`config.mk`:
```
export PLATFORM = sky130hd
export DESIGN_NAME = down_counter_timer_flat
export DESIGN_NICKNAME = d
export VERILOG_FILES = /design/src/rtl/down_counter_timer_pkg.sv /design/src/rtl/down_counter_timer_if.sv /design/src/rtl/down_counter_timer_prescaler.sv /design/src/rtl/down_counter_timer.sv /design/src/flat_wrapper.sv
export SDC_FILE = /design/constraint.sdc
export NUM_CORES = 1
export LEC_CHECK = 0
export CAP_MARGIN = 10
export CELL_PAD_IN_SITES_DETAIL_PLACEMENT = 0
export CELL_PAD_IN_SITES_GLOBAL_PLACEMENT = 1
export CORE_MARGIN = 2
export CORE_UTILIZATION = 45
export DETAILED_ROUTE_END_ITERATION = 10
export DONT_BUFFER_PORTS = 1
export HOLD_SLACK_MARGIN = 0.1
export PLACE_DENSITY_LB_ADDON = 0.1
export SYNTH_ARGS = -nofsm -noshare
export SYNTH_HDL_FRONTEND = slang
export SYNTH_SLANG_ARGS = --single-unit
```
`constraint.sdc`:
```
create_clock -name clk -period 1.9 [get_ports clk]
set_clock_uncertainty 0.1 [all_clocks]
set_input_delay 0.19 -clock clk [delete_from_list [all_inputs] [get_ports clk]]
set_output_delay 0.19 -clock clk [all_outputs]
set_load 0.05 [all_outputs]
```
`src/rtl/down_counter_timer_pkg.sv`:
```
// Shared types and constants for the down-counting timer and its prescaler.
package timer_pkg;

  typedef enum logic [1:0] {
    IDLE    = 2'd0,
    RUN     = 2'd1,
    EXPIRED = 2'd2
  } state_t;

  // Prescaler counter width; bounds PRESCALE to 1..255.
  localparam int PS_W = 8;

endpackage : timer_pkg

```
`src/rtl/down_counter_timer_if.sv`:
```
// Control/status bundle between upper logic (master) and the timer (slave).
// Handshake: no valid/ready; load is a single-cycle strobe sampled on the clk edge,
// enable/auto_reload are levels, and every status output is valid every cycle.
interface down_counter_timer_if #(
  parameter int WIDTH = 4
);
  import timer_pkg::*;

  logic             enable;
  logic             load;
  logic [WIDTH-1:0] load_value;
  logic             auto_reload;
  logic [WIDTH-1:0] out;
  logic             zero;
  logic             tc_pulse;
  logic             busy;
  state_t           state;

  modport master (
    output enable, load, load_value, auto_reload,
    input  out, zero, tc_pulse, busy, state
  );

  modport slave (
    input  enable, load, load_value, auto_reload,
    output out, zero, tc_pulse, busy, state
  );

endinterface : down_counter_timer_if

```
`src/rtl/down_counter_timer_prescaler.sv`:
```
// Divides enabled clock cycles down to one tick every PRESCALE enabled cycles.
module tick_prescaler
  import timer_pkg::*;
#(
  parameter int PRESCALE = 1
) (
  input  logic clk,
  input  logic reset,
  input  logic enable,
  input  logic clear,
  output logic tick
);

  logic [PS_W-1:0] cnt_q;
  logic            at_last;

  assign at_last = (cnt_q == PS_W'(PRESCALE - 1));
  assign tick    = enable && !clear && at_last;

  always_ff @(posedge clk) begin
    if (reset || clear) begin
      cnt_q <= '0;
    end else if (enable) begin
      if (at_last) cnt_q <= '0;
      else         cnt_q <= cnt_q + PS_W'(1);
    end
  end

endmodule : tick_prescaler

```
`src/rtl/down_counter_timer.sv`:
```
// Loadable down-counter with prescaled ticks, one-cycle terminal-count pulse and
// one-shot (hold at zero) or periodic (reload) behaviour.
module down_counter_timer
  import timer_pkg::*;
#(
  parameter int WIDTH    = 4,
  parameter int PRESCALE = 1
) (
  input  logic                 clk,
  input  logic                 reset,
  down_counter_timer_if.slave  bus
);

  state_t           state_q, state_d;
  logic [WIDTH-1:0] count_q, count_d;
  logic [WIDTH-1:0] reload_q, reload_d;
  logic             tc_q, tc_d;
  logic             tick;
  logic             ps_clear;

  // The prescaler only runs in RUN and restarts its phase on every load.
  assign ps_clear = bus.load || (state_q != RUN);

  tick_prescaler #(
    .PRESCALE (PRESCALE)
  ) u_prescaler (
    .clk    (clk),
    .reset  (reset),
    .enable (bus.enable),
    .clear  (ps_clear),
    .tick   (tick)
  );

  always_ff @(posedge clk) begin
    if (reset) begin
      state_q  <= IDLE;
      count_q  <= '0;
      reload_q <= '0;
      tc_q     <= 1'b0;
    end else begin
      state_q  <= state_d;
      count_q  <= count_d;
      reload_q <= reload_d;
      tc_q     <= tc_d;
    end
  end

  always_comb begin
    state_d  = state_q;
    count_d  = count_q;
    reload_d = reload_q;
    tc_d     = 1'b0;
    if (bus.load) begin
      count_d  = bus.load_value;
      reload_d = bus.load_value;
      state_d  = (bus.load_value != '0) ? RUN : IDLE;
    end else if (state_q == RUN && tick) begin
      // RUN always holds a count >= 1, so the decrement never wraps.
      if (count_q > WIDTH'(1)) begin
        count_d = count_q - WIDTH'(1);
      end else begin
        tc_d = 1'b1;
        if (bus.auto_reload) begin
          count_d = reload_q;
        end else begin
          count_d = '0;
          state_d = EXPIRED;
        end
      end
    end
  end

  assign bus.out      = count_q;
  assign bus.zero     = (count_q == '0);
  assign bus.tc_pulse = tc_q;
  assign bus.busy     = (state_q == RUN);
  assign bus.state    = state_q;

endmodule : down_counter_timer

```
`src/flat_wrapper.sv`:
```
// flat-port wrapper written by rule: the top's interface ports become plain ports
module down_counter_timer_flat import timer_pkg::*;
#(
  parameter int WIDTH    = 4,
  parameter int PRESCALE = 1
)
  (clk, reset, bus_enable, bus_load, bus_load_value, bus_auto_reload, bus_out, bus_zero, bus_tc_pulse, bus_busy, bus_state);
  down_counter_timer_if #(.WIDTH(WIDTH)) bus_i ();
  input  logic clk;
  input  logic reset;
  input wire logic [$bits(bus_i.enable)-1:0] bus_enable;
  input wire logic [$bits(bus_i.load)-1:0] bus_load;
  input wire logic [$bits(bus_i.load_value)-1:0] bus_load_value;
  input wire logic [$bits(bus_i.auto_reload)-1:0] bus_auto_reload;
  output wire logic [$bits(bus_i.out)-1:0] bus_out;
  output wire logic [$bits(bus_i.zero)-1:0] bus_zero;
  output wire logic [$bits(bus_i.tc_pulse)-1:0] bus_tc_pulse;
  output wire logic [$bits(bus_i.busy)-1:0] bus_busy;
  output wire logic [$bits(bus_i.state)-1:0] bus_state;
  assign bus_i.enable = bus_enable;
  assign bus_i.load = bus_load;
  assign bus_i.load_value = bus_load_value;
  assign bus_i.auto_reload = bus_auto_reload;
  assign bus_out = bus_i.out;
  assign bus_zero = bus_i.zero;
  assign bus_tc_pulse = bus_i.tc_pulse;
  assign bus_busy = bus_i.busy;
  assign bus_state = bus_i.state;
  down_counter_timer #(.WIDTH(WIDTH), .PRESCALE(PRESCALE)) u_core (.clk(clk), .reset(reset), .bus(bus_i));
endmodule
```
==> flow_summary_export.csv, run 1 <==
group,metric,value,unit
run_status,status,"completed",
setup_path,crit_type,"reg -> reg",
routing,wl_per_cell,13.6,µm
clocking,root_buffer,"clkbuf_4",
placement,place_hpwl,1510,µm
floorplan,start_util,0.490,
cells_and_area,fin_nets,144,
setup_path,critPathBufInv,1,
yosys,yosys_warnings,0,
global_route,grt_pass1_wl,3730,µm
yosys,synthTopCellsByArea,"dfxtp_1 38%, ha_1 6.3%, nor2_1 5.3%",
floorplan,die_y,50.9,µm
cells_and_area,area_growth,19.9,%
yosys,netlist.area_leader.share,0.384,
yosys,syn-cell-area,991,µm²
global_route,use_met3,0.0322,
placement,io_buffers,0,
placement,gp_congestion,0.844,
global_route,grtUsageTotal,0.188,
setup_path,cp_top_family,"compound AO/OA/AOI/OAI gates",
global_route,antenna_found_initial,0,
setup_path,worstPathCellList,"inv_1 > ha_1 > nor2_1 > nor3_1 > o211ai_1 > a31o_2",
timing,maxSlewHeadroom,0.681,
global_route,use_met2,0.271,
flow_run,cap_violations,0,
yosys,synth-edff-count,0,
timing,tns,0,ns
timing,final_max_slew_viol_count,0,
clocking,clkTransAtPathRegs,0.11,ns
power,p_switching,0.000245,W
yosys,yosysMostFrequentCell,"dfxtp_1",
global_route,grtUsageMet1,0.272,
timing,tightest_slew,0.478,ns
yosys,yosysTopAreaCell,"dfxtp_1",
hold_path,hold_path_class,"in -> reg",
timing,hold_viol_final,0,
timing,fmax,0.600,GHz
timing,period_minus_slack,1.67,ns
routing,drtIter0Drc,16,
power,p_seq_frac,0.530,
cells_and_area,n_antenna_cell,0,
cells_and_area,drive_gt1_frac,0.155,
setup_path,critPathMaxFanout,5,
yosys,syn-num-nets,125,
routing,viasPerCell,5.37,
global_route,grt_max_degree,11,
cells_and_area,n_fill_cell,191,
hold_path,hp-start,"bus_auto_reload",
floorplan,die_x,50.9,µm
power,cellPowerDensity,675,mW/mm²
clocking,clock_latency,0.30,ns
routing,vias,838,
yosys,synthCells,111,
routing,drc,0,
timing,finalCritPeriodShare,0.876,
timing,setup_violations,0,
setup_path,cpPeakStageDelay,0.34,ns
yosys,avgSynthCellArea,8.93,µm²
global_route,grt_pass1_vias,812,
floorplan,row_count,16,
power,pwr-share-clk,0.254,
yosys,ys_types,35,
yosys,ys_ff_latch,19,
power,irDropWorstVdd,0.000480,V
global_route,top_usage_layer,"met1",
clocking,clk_path_buf_depth,2,
yosys,ys.flop_type,"dfxtp_1",
setup_path,critPathLaunch,"u_core.bus.out[1]$_SDFFE_PP0P_",
floorplan,fp.coreArea,0.00202,mm²
power,power.internal,0.000557,W
setup_path,worstSetupEndpointType,"register",
yosys,yosys-top-cells-count,"19 x dfxtp_1, 14 x nor2_1, 11 x nand2_1, 7 x inv_1, 6 x xor2_1",
global_route,overflow,0,
power,switching_share,0.306,
floorplan,ios,18,
routing,ant_nets,0,
setup_path,arrival,1.77,ns
timing,worst_hold_slack,0.109,ns
routing,drt_wl_total,2110,µm
timing,rsz0062_at_grt,"no",
setup_path,crit_path_start_kind,"register",
routing,firstDrtPassIters,4,
power,combPwrFrac,0.217,
power,p_leak,0.482,nW
setup_path,reg2reg_from,"u_core.bus.out[1]$_SDFFE_PP0P_",
yosys,async_reset_ff_frac,0,
clocking,cts_tree,"yes",
floorplan,dieArea,0.00259,mm²
clocking,cts.sinks,19,
setup_path,critPathSlowestCell,"dfxtp_2",
clocking,htreeDepth,1,
yosys,ys_seq_area_frac,0.384,
setup_path,worstPathRequired,2.00,ns
clocking,cts_buffers,3,
[per-layer routing]
layer / up-vias / wire [µm]
met5: - / 0
met4: 0 / 42
met3: 4 / 109
met2: 20 / 865
met1: 381 / 1100
li1: 433 / -
[path summary, 6_finish.rpt]
kind | endpoint | slack [ns] | cells after the start
max | u_core.bus.out[1]$_SDFFE_PP0P_ | 0.23 | 6
min | u_core.bus.out[3]$_SDFFE_PP0P_ | 0.11 | 3
max reg2reg | u_core.bus.out[1]$_SDFFE_PP0P_ | 0.23 | 6
min reg2reg | u_core.reload_q[0]$_SDFFE_PP0P_ | 0.38 | 2
[metrics by stage]
stage	setup WS (ns)	instances	power [W]	cell area, µm²	util
final	0.235	156	0.000802	1190	0.588
after global routing	0.0939	156	0.000845	1190	0.588
after CTS	0.243	156	0.000812	1190	0.588
after detailed placement	0.249	143	0.000583	1070	0.530
after global placement	0.270	143	0.000583	1070	0.530
after floorplan	0.0629	111	0.000557	995	-
[layout make-up]
type	count	area, µm²	area share
timing repair buffer	17	150	0.126
clock buffer	4	26.3	0.0221
tap	27	33.8	0.0284
multi-input combinational	82	569	0.479
inverter	7	26.3	0.0221
sequential	19	383	0.322
[placed cells by master, fill, tap and decap left out]
cell,count
a2111o_1,1
a21oi_1,5
a311o_1,1
a31o_2,1
a31oi_1,1
and2_1,1
and2b_2,1
and3_1,2
and3_2,1
and4_2,1
buf_4,8
clkbuf_1,1
clkbuf_4,3
dfxtp_1,17
dfxtp_2,2
dlygate4sd3_1,9
ha_1,5
inv_1,7
mux2i_1,4
nand2_1,11
nand3_1,5
nand3_2,1
nand4_1,2
nand4b_1,1
nor2_1,14
nor3_1,4
nor4_1,3
nor4b_4,2
o2111a_1,1
o2111ai_1,1
o211ai_1,2
o21a_1,1
o21ai_0,1
o32ai_1,1
or3_1,1
xnor2_1,1
xor2_1,6
[logic make-up after synthesis]
family | Yosys count | synth area share
AO/OA/AOI/OAI | 16 | 0.119
flip-flops | 19 | 0.384
adder cells (fa/ha/maj) | 5 | 0.0631
XOR/XNOR | 7 | 0.0619
multiplexers | 4 | 0.0404
buffers and inverters | 10 | 0.0429
AND/OR/NAND/NOR | 50 | 0.289
[power by group through the flow]
stage	Clock, W	Sequential (W)	Combinational [W]
2_1_floorplan	0	0.000462	0.0000946
3_3_place_gp	0	0.000434	0.000149
3_5_place_dp	0	0.000434	0.000150
4_1_cts	0.000214	0.000425	0.000173
5_1_grt	0.000229	0.000428	0.000189
6_report	0.000203	0.000425	0.000174
[flip-flops by register name, indices dropped and copies added (netlist names)]
name                      count
u_core.bus.state              2
u_core.bus.tc_pulse           1
u_core.reload_q               4
u_core.u_prescaler.cnt_q      8
u_core.bus.out                4
[worst reg2reg max path, stage by stage (launching register included)]
cell	delay (ns)
dfxtp_2	0.34
inv_1	0.11
ha_1	0.25
nor2_1	0.09
nor3_1	0.29
o211ai_1	0.14
a31o_2	0.26
[timing repair]
| item | 4_1_cts | 5_1_grt |
|---|---|---|
| setup endpoints to repair | 0 | 0 |
| resized for setup | 0 | 0 |
| setup buffers | 0 | 0 |
| hold buffers | 9 | 0 |
| endpoints found under the hold margin | 15 | 0 |
No activity file was read; power rests on OpenSTA's default activity.
==> inputs of run 2 (changes only) <==
--- a/config.mk
+++ b/config.mk
@@ -12,7 +12,7 @@
 export CORE_UTILIZATION = 45
 export DETAILED_ROUTE_END_ITERATION = 10
 export DONT_BUFFER_PORTS = 1
-export HOLD_SLACK_MARGIN = 0.1
+export HOLD_SLACK_MARGIN = 0.15
 export PLACE_DENSITY_LB_ADDON = 0.1
 export SYNTH_ARGS = -nofsm -noshare
 export SYNTH_HDL_FRONTEND = slang
==> flow_summary_export.csv, run 2 (synthesis results as in run 1) <==
group,metric,value,unit
cells_and_area,finish.utilization,0.588,
setup_path,worstPathCellList,"inv_1 > ha_1 > nor2_1 > nor3_1 > o211ai_1 > a31o_2",
timing,period_minus_slack,1.65,ns
global_route,grt_pass1_wl,3750,µm
setup_path,reg2reg_from,"u_core.bus.out[1]$_SDFFE_PP0P_",
placement,place_area,0.00107,mm²
floorplan,start_util,0.490,
timing,fmax,0.607,GHz
setup_path,worstSetupEndpointType,"register",
power,power,0.000803,W
routing,ant_nets,0,
global_route,grtUsageTotal,0.189,
clocking,cts.sinks,19,
clocking,cts_hold_buf,9,
timing,final_max_slew_viol_count,0,
routing,vias,842,
cells_and_area,final_cell_mix,"17 x dfxtp_1, 14 x nor2_1, 11 x nand2_1",
routing,drt_wl_total,2140,µm
setup_path,critPathSlowestCell,"dfxtp_2",
timing,tightest_slew,0.478,ns
setup_path,critPathLaunch,"u_core.bus.out[1]$_SDFFE_PP0P_",
clocking,cts_setup_buffers,0,
floorplan,ios,18,
setup_path,crit_path_start_kind,"register",
routing,firstDrtPassIters,4,
global_route,grt_max_degree,11,
placement,gp_congestion,0.844,
global_route,overflow,0,
clocking,clk_path_buf_depth,2,
clocking,root_buffer,"clkbuf_4",
setup_path,critPathBufInv,1,
timing,finalCritPeriodShare,0.867,
clocking,cts_tree,"yes",
setup_path,critPathMaxFanout,5,
global_route,antenna_found_initial,0,
cells_and_area,drive_gt1_frac,0.155,
power,p_leak,0.482,nW
floorplan,fp.coreArea,0.00202,mm²
setup_path,r2r_cells,6,
flow_run,cap_violations,0,
timing,tns,0,ns
clocking,htreeDepth,1,
clocking,clkTransAtPathRegs,0.11,ns
cells_and_area,largest_reg_flops,8,
routing,drc,0,
hold_path,hold_path_class,"in -> reg",
routing,drtIter0Drc,32,
power,irDropWorstVdd,0.000480,V
setup_path,crit_cells,6,
cells_and_area,fin_nets,144,
setup_path,cp_top_family,"compound AO/OA/AOI/OAI gates",
cells_and_area,largest_register,"u_core.u_prescaler.cnt_q",
setup_path,cpPeakStageDelay,0.34,ns
run_status,status,"completed",
clocking,clock_latency,0.30,ns
floorplan,die_x,50.9,µm
cells_and_area,area_growth,19.9,%
cells_and_area,n_antenna_cell,0,
placement,dp_worst_setup_slack,0.249,ns
timing,hold_viol_final,0,
timing,rsz0062_at_grt,"no",
routing,viasPerCell,5.40,
clocking,cts.repair.resized,0,
setup_path,arrival,1.75,ns
timing,maxSlewHeadroom,0.681,
floorplan,dieArea,0.00259,mm²
clocking,cts_buffers,3,
power,cellPowerDensity,675,mW/mm²
placement,io_buffers,0,
global_route,grt_pass1_vias,810,
cells_and_area,layout_commonest_cell,"dfxtp_1",
timing,fin_ws,0.253,ns
setup_path,worstPathRequired,2.00,ns
cells_and_area,final_cell_area,0.00119,mm²
placement,place_hpwl,1510,µm
floorplan,die_y,50.9,µm
routing,wl_per_cell,13.7,µm
hold_path,hp-start,"bus_auto_reload",
floorplan,row_count,16,
hold_path,hold_path_depth,3,
setup_path,crit_type,"reg -> reg",
timing,setup_violations,0,
## run 2: cell counts in the layout (fill, tap and decap cells not counted)
Identical to the previous run, type by type.
## run 2: layout make-up
type / count / area, µm²
clock buffers: 4 / 26.3
fillers: 195 / 833
inverters: 7 / 26.3
multi-input cells: 82 / 569
flip-flops and latches: 19 / 383
well taps: 27 / 33.8
repair buffers: 17 / 150
## run 2: worst paths after layout
check / endpoint / slack (ns)
worst min register to register: u_core.reload_q[0]$_SDFFE_PP0P_ / 0.38
worst max register to register: u_core.bus.out[1]$_SDFFE_PP0P_ / 0.25
worst max-delay path: u_core.bus.out[1]$_SDFFE_PP0P_ / 0.25
worst min-delay path: u_core.bus.out[1]$_SDFFE_PP0P_ / 0.16
## run 2: layer usage
metal / vias up / share of wire / track usage
met4: 0 / 0.020 / 0.0811
met2: 22 / 0.42 / 0.279
met3: 4 / 0.057 / 0.0322
li1: 430 / - / -
met5: - / 0 / 0
met1: 386 / 0.50 / 0.269
## run 2: worst register-to-register path, cell delays in order (launching register included)
cell,delay [ns]
dfxtp_2,0.34
inv_1,0.11
ha_1,0.25
nor2_1,0.09
nor3_1,0.27
o211ai_1,0.14
a31o_2,0.26
## run 2: through the flow
stage / hold WS [ns] / std cells
after floorplan: 0.237 / 111
final: 0.163 / 156
after global placement: 0.159 / 143
after CTS: 0.158 / 156
after global routing: 0.170 / 156
after detailed placement: 0.155 / 143
## run 2: where the power goes
part	internal [W]	switching [W]	leakage, nW
combinational	0.0000629	0.000111	0.312
sequential	0.000412	0.0000125	0.156
clock	0.0000817	0.000122	0.0150
